File: config.mk
export PLATFORM = sky130hd
export DESIGN_NAME = muldiv_unit
export DESIGN_NICKNAME = d
export VERILOG_FILES = /design/src/rtl/muldiv_unit.sv
export SDC_FILE = /design/constraint.sdc
export NUM_CORES = 1
export LEC_CHECK = 0
export CAP_MARGIN = 0
export CORE_ASPECT_RATIO = 1.1
export CORE_UTILIZATION = 65
export DETAILED_ROUTE_END_ITERATION = 10
export GPL_TIMING_DRIVEN = 0
export HOLD_SLACK_MARGIN = 0.06
export PLACE_DENSITY = 0.95
export SLEW_MARGIN = 10
export SYNTH_ARGS = -nofsm -noshare
export SYNTH_HDL_FRONTEND = slang
export SYNTH_SLANG_ARGS = --single-unit
export TNS_END_PERCENT = 5
File: constraint.sdc
create_clock -name clk -period 7.84 [get_ports clk]
set_input_delay 1.568 -clock clk [delete_from_list [all_inputs] [get_ports clk]]
set_output_delay 1.568 -clock clk [all_outputs]
set_load 0.02 [all_outputs]
File: src/rtl/muldiv_unit.sv
// Iterative RISC-V M-extension multiply/divide unit.
// One bit per cycle: shift-add multiply, restoring divide. Divide-by-zero
// and signed overflow skip the iterations and go straight to the fix-up step.
module muldiv_unit #(
  parameter int WIDTH = 32,
  parameter int TAG_W = 5
) (
  input  logic             clk,
  input  logic             rst,
  input  logic             start,
  input  logic [2:0]       select,
  input  logic [WIDTH-1:0] data1,
  input  logic [WIDTH-1:0] data2,
  input  logic [TAG_W-1:0] tag_in,
  input  logic             kill,
  output logic             busy,
  output logic             result_valid,
  output logic [WIDTH-1:0] result,
  output logic [TAG_W-1:0] tag_out
);

  localparam int CNT_W = $clog2(WIDTH);
  localparam logic [CNT_W-1:0] LAST = CNT_W'(WIDTH - 1);

  typedef enum logic [1:0] {IDLE, CALC, FIX} state_t;

  state_t state, state_nxt;

  logic [2:0]         op_q;
  logic [TAG_W-1:0]   tag_q;
  logic [WIDTH-1:0]   b_q;      // multiplicand or divisor magnitude
  logic [2*WIDTH-1:0] acc_q;    // product, or {remainder, dividend/quotient}
  logic               s1_q, s2_q;
  logic [CNT_W-1:0]   cnt_q;

  // Request decode: signedness, magnitudes and the two divide special cases
  logic             sgn1, sgn2, neg1, neg2, is_div, div_zero, div_ovf, special;
  logic [WIDTH-1:0] mag1, mag2;

  // NOTE: every always_comb output gets a default first, so no path leaves it unassigned and no latch is inferred.
  always_comb begin
    sgn1     = (select != 3'b011) && (select != 3'b101) && (select != 3'b111);
    sgn2     = sgn1 && (select != 3'b010);
    neg1     = sgn1 && data1[WIDTH-1];
    neg2     = sgn2 && data2[WIDTH-1];
    mag1     = neg1 ? -data1 : data1;
    mag2     = neg2 ? -data2 : data2;
    is_div   = select[2];
    div_zero = is_div && (data2 == '0);
    div_ovf  = ((select == 3'b100) || (select == 3'b110)) &&
               (data1 == {1'b1, {(WIDTH-1){1'b0}}}) && (data2 == '1);
    special  = div_zero || div_ovf;
  end

  // One iteration of the shift-add multiply or restoring divide
  logic [WIDTH:0]     mul_sum, div_shift, div_diff;
  logic [2*WIDTH-1:0] acc_step;

  always_comb begin
    mul_sum   = {1'b0, acc_q[2*WIDTH-1:WIDTH]} + (acc_q[0] ? {1'b0, b_q} : '0);
    div_shift = {acc_q[2*WIDTH-1:WIDTH], acc_q[WIDTH-1]};
    div_diff  = div_shift - {1'b0, b_q};
    if (!op_q[2]) begin
      acc_step = {mul_sum, acc_q[WIDTH-1:1]};
    end else if (!div_diff[WIDTH]) begin
      acc_step = {div_diff[WIDTH-1:0], acc_q[WIDTH-2:0], 1'b1};
    end else begin
      acc_step = {div_shift[WIDTH-1:0], acc_q[WIDTH-2:0], 1'b0};
    end
  end

  // Sign fix-up and result selection
  logic [2*WIDTH-1:0] prod;
  logic [WIDTH-1:0]   quot, rem, fix_result;

  always_comb begin
    prod = (s1_q ^ s2_q) ? -acc_q : acc_q;
    quot = (s1_q ^ s2_q) ? -acc_q[WIDTH-1:0] : acc_q[WIDTH-1:0];
    rem  = s1_q ? -acc_q[2*WIDTH-1:WIDTH] : acc_q[2*WIDTH-1:WIDTH];
    unique case (op_q)
      3'b000:         fix_result = prod[WIDTH-1:0];
      3'b100, 3'b101: fix_result = quot;
      3'b110, 3'b111: fix_result = rem;
      default:        fix_result = prod[2*WIDTH-1:WIDTH];
    endcase
  end

  // Next-state logic; kill overrides everything, including a start
  always_comb begin
    state_nxt = state;
    unique case (state)
      IDLE:    if (start) state_nxt = special ? FIX : CALC;
      CALC:    if (cnt_q == LAST) state_nxt = FIX;
      FIX:     state_nxt = IDLE;
      default: state_nxt = IDLE;
    endcase
    if (kill) state_nxt = IDLE;
  end

  // State register and registered busy flag
  // NOTE: sequential blocks use non-blocking assignments so every register samples pre-edge values.
  always_ff @(posedge clk or posedge rst) begin
    if (rst) begin
      state <= IDLE;
      busy  <= 1'b0;
    end else begin
      state <= state_nxt;
      busy  <= (state_nxt != IDLE);
    end
  end

  // Datapath: latch request, iterate, register the fixed-up result
  // NOTE: the datapath registers are flops, not a memory, so they take the reset like any other state.
  always_ff @(posedge clk or posedge rst) begin
    if (rst) begin
      op_q         <= '0;
      tag_q        <= '0;
      b_q          <= '0;
      acc_q        <= '0;
      s1_q         <= 1'b0;
      s2_q         <= 1'b0;
      cnt_q        <= '0;
      result_valid <= 1'b0;
      result       <= '0;
      tag_out      <= '0;
    end else begin
      result_valid <= 1'b0;
      if (!kill) begin
        unique case (state)
          IDLE: if (start) begin
            op_q  <= select;
            tag_q <= tag_in;
            cnt_q <= '0;
            // Special cases preload the final answer with no sign fix-up
            s1_q  <= neg1 && !special;
            s2_q  <= neg2 && !special;
            if (div_zero) begin
              acc_q <= {data1, {WIDTH{1'b1}}};
              b_q   <= '0;
            end else if (div_ovf) begin
              acc_q <= {{WIDTH{1'b0}}, data1};
              b_q   <= '0;
            end else if (is_div) begin
              acc_q <= {{WIDTH{1'b0}}, mag1};
              b_q   <= mag2;
            end else begin
              acc_q <= {{WIDTH{1'b0}}, mag2};
              b_q   <= mag1;
            end
          end
          CALC: begin
            acc_q <= acc_step;
            cnt_q <= cnt_q + 1'b1;
          end
          FIX: begin
            result       <= fix_result;
            tag_out      <= tag_q;
            result_valid <= 1'b1;
          end
          default: ;
        endcase
      end
    end
  end

endmodule

; ---- Word-level counts from Yosys, hierarchy flattened
; Index checks and enable logic that the tools add are counted.
[totals]
regBits = 152
latch_bits = 0
mem_bits_rw = 0
rom_bits = 0
in_bits = 76
out_inout_bits = 39
mem_count = 0
[classes]
n_addsub = 8
mul = 0
div_mod_pow = 0
order_cmp = 0
eq_ne = 16
n_shift = 0
muxes = 26
n_bitwise = 2
reduce_logical = 23
[op_table]
columns = cell, count
row1 = 32-bit 2-to-1 mux, 10
row2 = 64-bit 2-to-1 mux, 5
row3 = 32-bit negator, 4
row4 = 64-bit one-hot mux with 2 select lines, 1
row5 = 32-bit one-hot mux with 3 select lines, 1
row6 = "32-bit == test, second input constant", 2
row7 = 64-bit negator, 1
row8 = 32-bit by 32-bit adder with 33-bit output, 1
row9 = 33-bit by 32-bit subtractor with 33-bit output, 1
row10 = 32-bit zero test, 1
row11 = "3-bit == test, second input constant", 6
row12 = 1-bit logical AND, 10
row13 = 5-bit one-hot mux with 2 select lines, 1
row14 = 2-bit 2-to-1 mux, 4
row15 = "3-bit by 2-bit != test with 1-bit output, second input constant", 2
row16 = "3-bit != test, second input constant", 2
row17 = 3-bit AND reduction, 2
row18 = "5-bit by 1-bit adder with 5-bit output, second input constant", 1
row19 = "5-bit == test, second input constant", 1
row20 = 5-bit 2-to-1 mux, 1
row21 = 2-bit one-hot mux with 2 select lines, 1
row22 = 2-bit nonzero test, 2
row23 = 2-bit OR reduction, 2
row24 = 3-bit zero test, 1
row25 = other kinds (10), 12

; ---- Longest topological paths before layout
; Gate-level depths: netlist (run 1).
[logic_depth]
ltp_word = 11
depth_mapped = 14
mapped_depth_nobuf = 12

; ---- Worst setup path after synthesis (run 1)
; No wires, ideal clock.
[synth_timing]
kind = input to register
from = input data1[6]
to = register acc_q[31]
arrival_ps = 3850
path_slack_ps = 3925
stages = 9
path_buffers = 0
cell_sequence = or4_4 or4_4 nor4b_4 and2_2 or3b_1 a21boi_1 mux2i_1 nand3_1 a22o_1
[synth_via]
elab_chain_cells = 7
[synth_lines]
columns = item, line_no
row1 = "start, declared", 12  ; input logic [WIDTH-1:0] data1,
row2 = 32-bit negator or 32-bit == test (tied branches), "46, 51"
row3 = 32-bit 2-to-1 mux or 1-bit logical AND (tied branches), "46, 50"
row4 = 32-bit 2-to-1 mux or 1-bit logical AND (tied branches), "143, 51"
row5 = 32-bit 2-to-1 mux (*), 140  ; end else if (div_ovf) begin
row6 = 64-bit 2-to-1 mux (*), 137  ; if (div_zero) begin
row7 = 64-bit 2-to-1 mux (*), 130  ; IDLE: if (start) begin
row8 = 64-bit one-hot mux with 2 select lines (*), 129  ; unique case (state)
row9 = "end signal, assigned", 138  ; acc_q <= {data1, {WIDTH{1'b1}}};
row10 = "end signal, assigned", 141  ; acc_q <= {{WIDTH{1'b0}}, data1};
row11 = "end signal, assigned", 144  ; acc_q <= {{WIDTH{1'b0}}, mag1};
row12 = "end, declared", 32  ; logic [2*WIDTH-1:0] acc_q;
; Mark *: on every way between the ends. The rest lies on a longest branch, timed or not. The select of a mux whose other input is x is not followed.
; A chain may end at the register's enable or synchronous reset.

; ---- Worst setup path in the final report (run 1)
[layout_timing]
from = input data2[24]
to = register acc_q[40]
[layout_via]
elab_chain_cells = 5
[layout_lines]
columns = item, line_no
row1 = "start, declared", 13  ; input logic [WIDTH-1:0] data2,
row2 = 32-bit zero test, 49  ; div_zero = is_div && (data2 == '0);
row3 = 1-bit logical AND, 49
row4 = 64-bit 2-to-1 mux, 137
row5 = 64-bit 2-to-1 mux, 130
row6 = 64-bit one-hot mux with 2 select lines, 129
; No other way between the ends. The select of a mux whose other input is x is not followed.

==> out/metrics.cfg, run 1 <==
[floorplanning]
dieHeight_um = 163
placeableCoreArea_um2 = 23000
fp-row-count = 58
io_pins = 115
start_util_pct = 66.5
die_x_um = 148
die_area_um2 = 24200

[synthesis]
synth.distinct_cells = 91
yosysSeqAreaShare_pct = 24.9
synth_top_area_share_pct = 24.9
ys_top_cells_by_count = 256 x nand2_1, 204 x a21oi_1, 179 x nor2_1
synthTopCellsByArea = dfrtp_1 25%, a21oi_1 6.7%, nand2_1 6.3%
synth.cell_area_um2 = 15300
synthFlopType = dfrtp_1
synth_nets = 2190
ys_warn_count = 0
synth-edff-count = 0
syn-instance-count = 2041
async_flop_share_pct = 100
yosysMostFrequentCell = nand2_1
syn_area_per_cell_um2 = 7.50
synth.largest_area_cell = dfrtp_1
synth-seq-cells = 152

[layout]
n_antenna_cell = 0
fin_nets = 2323
area_delta_synth_final_pct = 14.1
fin_util_pct = 75.9
fill_cells = 1788
final_area_um2 = 17500
final_cells = 2487
drive_gt1_share_pct = 4.30

[grt]
grt_pass1_vias = 16850
antenna_found_initial = 0
track_usage_pct = 53.7
overflow = 0
grt_max_degree = 96
grt_pass1_wl_um = 96900

[timing]
slew_headroom_pct = 30.4
post-route-min-period_ns = 4.90
setup-violations-final = 0
fmax_mhz = 204
final_hold_viol_count = 0
post-route-period-util_pct = 62.5
slew_viol_final = 0
worstMarginPinSlew_ns = 1.04
tns_ns = 0
clock_skew_ns = 0.0175
rsz0062_at_grt = no

[clocking]
cts-htree-levels = 4
cts_hold_buf = 0
clk_pin_slew_worst_paths_ns = 0.09
cts_made_buffers = 17
clk_path_buf_depth = 2
cts_resized = 0
cts_tree = built
insertion_delay_ns = 0.47
cts-root-buf = clkbuf_16
cts_sinks = 152
cts_setup_buffers = 0

[job]
maxCapViolations = 0

[hold_path]
holdCritPathClass = register to register

[placed_design]
port_buffers = 113
dpl_cell_area_um2 = 16800
hpwl_um = 47900
dp_cells = 2455
routabilityCongestion = 1.13

[critical_path]
cp_data_required_time_ns = 8.21
startpoint_type = input port
cp.arrival_ns = 5.27
crit_type = input port to register
cp_max_fo = 10
endpoint_kind = register

[pwr]
pwr_density_cell_nw_per_um2 = 292
peakVddDrop_uv = 255
p_leak_nw = 7.24

[route]
first_pass_iters = 8
route.detailed.drc = 0
drt_iter0_drc = 2905
viasPerCell = 7.17
drt_wl_total_um = 63900
vias = 17832
ant_nets = 0
wl_per_cell_um = 25.7

[outcome]
status = completed

[power by group]
part | leakage, nW | internal, W | switching, W
registers | 1.94 | 0.000913 | 0.000184
clock network | 0.302 | 0.000440 | 0.000464
logic | 4.99 | 0.00109 | 0.00201
[sequential cells by signal, indices dropped and copies added, names as in the netlist]
signal,count
state,2
s1_q,1
acc_q,64
tag_out,5
tag_q,5
busy,1
s2_q,1
result_valid,1
cnt_q,5
result,32
op_q,3
b_q,32
[cell type report]
cell class / count / area, um^2 / share of cell area [%]
Timing Repair Buffer: 114 / 1160 / 6.63
Multi-Input combinational cell: 1674 / 10700 / 61.1
Clock inverter: 15 / 196 / 1.12
Sequential cell: 152 / 3800 / 21.8
Inverter: 71 / 274 / 1.57
Clock buffer: 17 / 425 / 2.44
Tap cell: 300 / 375 / 2.15
Buffer: 144 / 562 / 3.22
[through the flow]
stage / power, W / worst slack (ns) / hold WS [ns]
finish: 0.00511 / 2.94 / 0.470
global route: 0.00530 / 2.73 / 0.509
CTS: 0.00489 / 3.13 / 0.480
detailed placement: 0.00400 / 2.70 / 0.459
global placement: 0.00392 / 0.193 / 0.447
floorplan: 0.00311 / 2.18 / 0.439
[final timing paths]
check / startpoint / to / slack, ns / cells after the start
worst max-delay path: data2[24] / acc_q[40] / 2.94 / 9
worst min-delay path: tag_q[1] / tag_out[1] / 0.47 / 2
worst max register to register: acc_q[32] / acc_q[41] / 3.17 / 13
worst min register to register: tag_q[1] / tag_out[1] / 0.47 / 2
max in group asynchronous: rst / acc_q[57] / 5.46 / 3
min in group asynchronous: rst / tag_out[4] / 1.51 / 2
[routing by layer]
| layer | up-vias | GRT usage (%) | share of wire [%] |
|---|---|---|---|
| met5 | - | 0 | 0 |
| met4 | 0 | 41.3 | 9.2 |
| met3 | 426 | 16.1 | 14 |
| met2 | 1565 | 80.6 | 42 |
| met1 | 8198 | 64.5 | 34 |
| li1 | 7643 | - | - |
[cells by family after synthesis]
logic type                 share of synthesized area [%]
and+or+nand+nor                                     20.8
buffers and inverters                               5.41
xor gates and xnor gates                            11.7
DFF                                                 24.9
muxes                                               3.41
AOI/OAI and AO/OA                                   27.8
adders and majority gates                           6.07
[worst max-delay path: stages]
cell	delay [ns]
clkdlybuf4s50_1	0.54
or4_1	0.65
nor4_1	0.42
nand3b_1	0.18
nor4_1	0.60
buf_2	0.33
buf_1	0.48
a211oi_1	0.28
nor3_1	0.21
[cells in the final DEF, fill, tap and decap left out, drive strengths merged, types with 10 or more instances in the layout]
cell,count
o31ai,29
clkinv,10
clkdlybuf4s50,113
o21ai,189
inv,76
xor2,107
a31oi,34
o221ai,18
clkbuf,133
a21oi,204
or4,18
nand2,257
o211ai,12
nand3,26
mux2i,42
nand4,16
xnor2,97
ha,71
a211oi,27
o41ai,16
nor2,180
o21bai,15
buf,29
o311ai,10
a21o,30
or3,24
nor4,19
dfrtp,152
nand2b,12
nor3,55
o21a,15
o22ai,32
(Power assumes the default switching activity.)
==> run 2, diff against run 1 <==
--- a/config.mk
+++ b/config.mk
@@ -7,11 +7,11 @@
 export LEC_CHECK = 0
 export CAP_MARGIN = 0
 export CORE_ASPECT_RATIO = 1.1
-export CORE_UTILIZATION = 65
+export CORE_UTILIZATION = 55
 export DETAILED_ROUTE_END_ITERATION = 10
 export GPL_TIMING_DRIVEN = 0
 export HOLD_SLACK_MARGIN = 0.06
-export PLACE_DENSITY = 0.95
+export PLACE_DENSITY = 0.91
 export SLEW_MARGIN = 10
 export SYNTH_ARGS = -nofsm -noshare
 export SYNTH_HDL_FRONTEND = slang
==> constraint.sdc (replaced) <==
create_clock -name clk -period 4.18 [get_ports clk]
set_input_delay 0.836 -clock clk [delete_from_list [all_inputs] [get_ports clk]]
set_output_delay 0.836 -clock clk [all_outputs]
set_load 0.02 [all_outputs]
==> run 2 against run 1 <==
Compared with the run above: die area increased by 18%; clock skew up 0.0012 ns; setup slack lost 2.9 ns; core utilization down 11 points; global-route usage is 7.7 points lower; count of clock-buffer cells in the layout stayed put; clock power rose by 94%; sequential power grew 87%; cell count is 2.4% higher; wire length increased by 2.6%; sequential share of layout area fell by 0.22 points; combinational power is 83% higher.
==> out/metrics.cfg, run 2 (synthesis results as in run 1) <==
[floorplanning]
die_area_um2 = 28500  ; was 24200 um^2
fp-row-count = 63  ; was 58
placeableCoreArea_um2 = 27100  ; was 23000 um^2
die_x_um = 161  ; was 148 um
start_util_pct = 56.4  ; was 66.5%
io_pins = 115  ; unchanged
dieHeight_um = 177  ; was 163 um

[pwr]
pwr_density_cell_nw_per_um2 = 538  ; was 292 nW/um^2
p_leak_nw = 7.27  ; was 7.24 nW
peakVddDrop_uv = 357  ; was 255 uV
p_total_w = 0.00950  ; was 0.00511 W

[timing]
worstMarginPinSlew_ns = 0.971  ; was 1.04 ns
rsz0062_at_grt = yes  ; was no
final_hold_viol_count = 0  ; unchanged
setup-violations-final = 0  ; unchanged
slew_viol_final = 0  ; unchanged
post-route-min-period_ns = 4.14
clock_skew_ns = 0.0187  ; was 0.0175 ns
post-route-period-util_pct = 99.0
fmax_mhz = 242
slew_headroom_pct = 35.0  ; was 30.4%

[route]
drt_wl_total_um = 65500  ; was 63900 um
wl_per_cell_um = 25.7  ; about the same
viasPerCell = 6.80  ; was 7.17
drt_iter0_drc = 2189  ; was 2905
route.detailed.drc = 0  ; unchanged
ant_nets = 0  ; unchanged
first_pass_iters = 6  ; was 8
vias = 17328  ; was 17.8k

[layout]
multiInputGateArea_um2 = 10700  ; about the same
reg.largest.list = acc_q (64), b_q (32), result (32)  ; unchanged
area_delta_synth_final_pct = 15.3  ; was 14.1%
largest_register = acc_q  ; unchanged
seqCellArea_um2 = 3800  ; unchanged
fin_nets = 2326  ; was 2323
drive_gt1_share_pct = 4.89  ; was 4.30%
final_common_cell = nand2_1  ; unchanged
largest_reg_flops = 64  ; unchanged
layout_common_cells = 256 x nand2_1, 204 x a21oi_1, 179 x nor2_1  ; unchanged
fin_util_pct = 65.1  ; was 75.9%
fill_cells = 2403  ; was 1788
n_antenna_cell = 0  ; unchanged

[critical_path]
cp_slowest_cell = o21ai_0  ; was or4_1
slowest_delay_ns = 0.49  ; was 0.65 ns
startpoint_type = register  ; was input port
cp.arrival_ns = 4.47  ; was 5.27 ns
crit_type = register to register  ; was input port to register
cp_top_family = compound AO/OA/AOI/OAI gates  ; was simple AND/OR/NAND/NOR gates
startpoint = acc_q[0]  ; was data2[24]
cp.depth = 13  ; was 9
critPathBufInv = 2  ; was 3
reg2reg_setup_slack_ns = 0.04  ; was 3.17 ns
reg2reg_depth = 13  ; unchanged
cp_data_required_time_ns = 4.51  ; was 8.21 ns
cp_cell_sequence = clkinv_1, clkbuf_1, nor2_1, ha_1, nand3_1, nor3_1, nand3_1, a21oi_1, o21ai_2, o21ai_0, nor4b_1, o31ai_1, a21oi_1  ; was clkdlybuf4s50_1, or4_1, nor4_1, nand3b_1, nor4_1, buf_2, buf_1, a211oi_1, nor3_1
endpoint_kind = register  ; unchanged
cp_max_fo = 10  ; unchanged
reg2reg_from = acc_q[0]  ; was acc_q[32]
worst_r2r_endpoint = acc_q[62]  ; was acc_q[41]

[grt]
grt_pass1_wl_um = 97700  ; was 96900 um
grt_pass1_vias = 16116  ; was 16.9k
grt_max_degree = 40  ; was 96
overflow = 0  ; unchanged
antenna_found_initial = 1  ; was 0
track_usage_pct = 46.0  ; was 53.7%

[hold_path]
holdPathStages = 2  ; unchanged
min_from = tag_out[2]  ; was tag_q[1]
holdCritPathClass = register to register  ; unchanged
hold_end = tag_out[2]  ; was tag_out[1]

[placed_design]
port_buffers = 113  ; unchanged
hpwl_um = 51700  ; was 47900 um
routabilityCongestion = 1.04  ; was 1.13

[outcome]
status = completed  ; unchanged

[clocking]
cts-htree-levels = 4  ; unchanged
cts_made_buffers = 17  ; unchanged
insertion_delay_ns = 0.46  ; was 0.47 ns
clk_pin_slew_worst_paths_ns = 0.07  ; was 0.09 ns
clk_path_buf_depth = 2  ; unchanged
cts_hold_buf = 0  ; unchanged
cts-root-buf = clkbuf_16  ; unchanged
cts_tree = built  ; unchanged
cts_sinks = 152  ; unchanged
cts_setup_buffers = 0  ; unchanged

[job]
maxCapViolations = 0  ; unchanged

[run 2: cell count changes in the layout (fill, tap and decap cells not counted), sizes merged]
cell and change:
buf +2, clkinvlp +3, bufinv +3, clkbuf +1
inv -1, clkinv -5
[run 2: worst min-delay path, delay by kind of cell, from the launching register on]
kind | cells | cell delay (ns)
and+or+nand+nor | 2 | 0.11
DFF | 1 | 0.34
[run 2: cell type report]
cell class	count	share of cell area (%)
repair buffers	117	6.86
clock inverters	15	1.16
inverters	71	1.53
multi-input cells	1674	60.7
flip-flops and latches	152	21.6
clock buffers	17	2.41
well taps	357	2.53
plain buffers	144	3.21
[run 2: metrics by stage]
stage	cell area, um^2	worst slack [ns]	setup TNS, ns	instances	hold slack [ns]
after floorplan	15300	0.954	0	2041	0.439
after global placement	16900	-0.353	-9.29	2511	0.455
after detailed placement	17000	-0.387	-12.19	2515	0.466
after CTS	17600	0.00124	0	2547	0.481
after global routing	17600	-0.0494	-0.0494	2547	0.505
final	17600	0.0414	0	2547	0.479
[run 2: worst max-delay path by stage]
stage | to | slack (ns)
2_1_floorplan | acc_q[59] | 0.95
4_1_cts | acc_q[62] | 0.001
5_1_grt | acc_q[62] | -0.05
6_report | acc_q[62] | 0.04
3_5_place_dp | acc_q[51] | -0.39
3_3_place_gp | acc_q[3] | -0.35
[run 2: timing repair]
action / in CTS / in global routing
endpoints found under the setup margin: 12 / 60
pin swaps: 0 / 0
resized for setup: 3 / 13
[run 2: report_power, final]
group,internal [W],switching (W)
logic,0.00206,0.00363
registers,0.00171,0.000351
clock network,0.000968,0.000783
total,0.00474,0.00476
[run 2: per-layer routing]
metal | global-route usage, % | wire length, um
met1 | 59.0 | 25100
met2 | 69.9 | 28400
met3 | 7.92 | 6740
met4 | 33.3 | 5320
met5 | 0 | 0
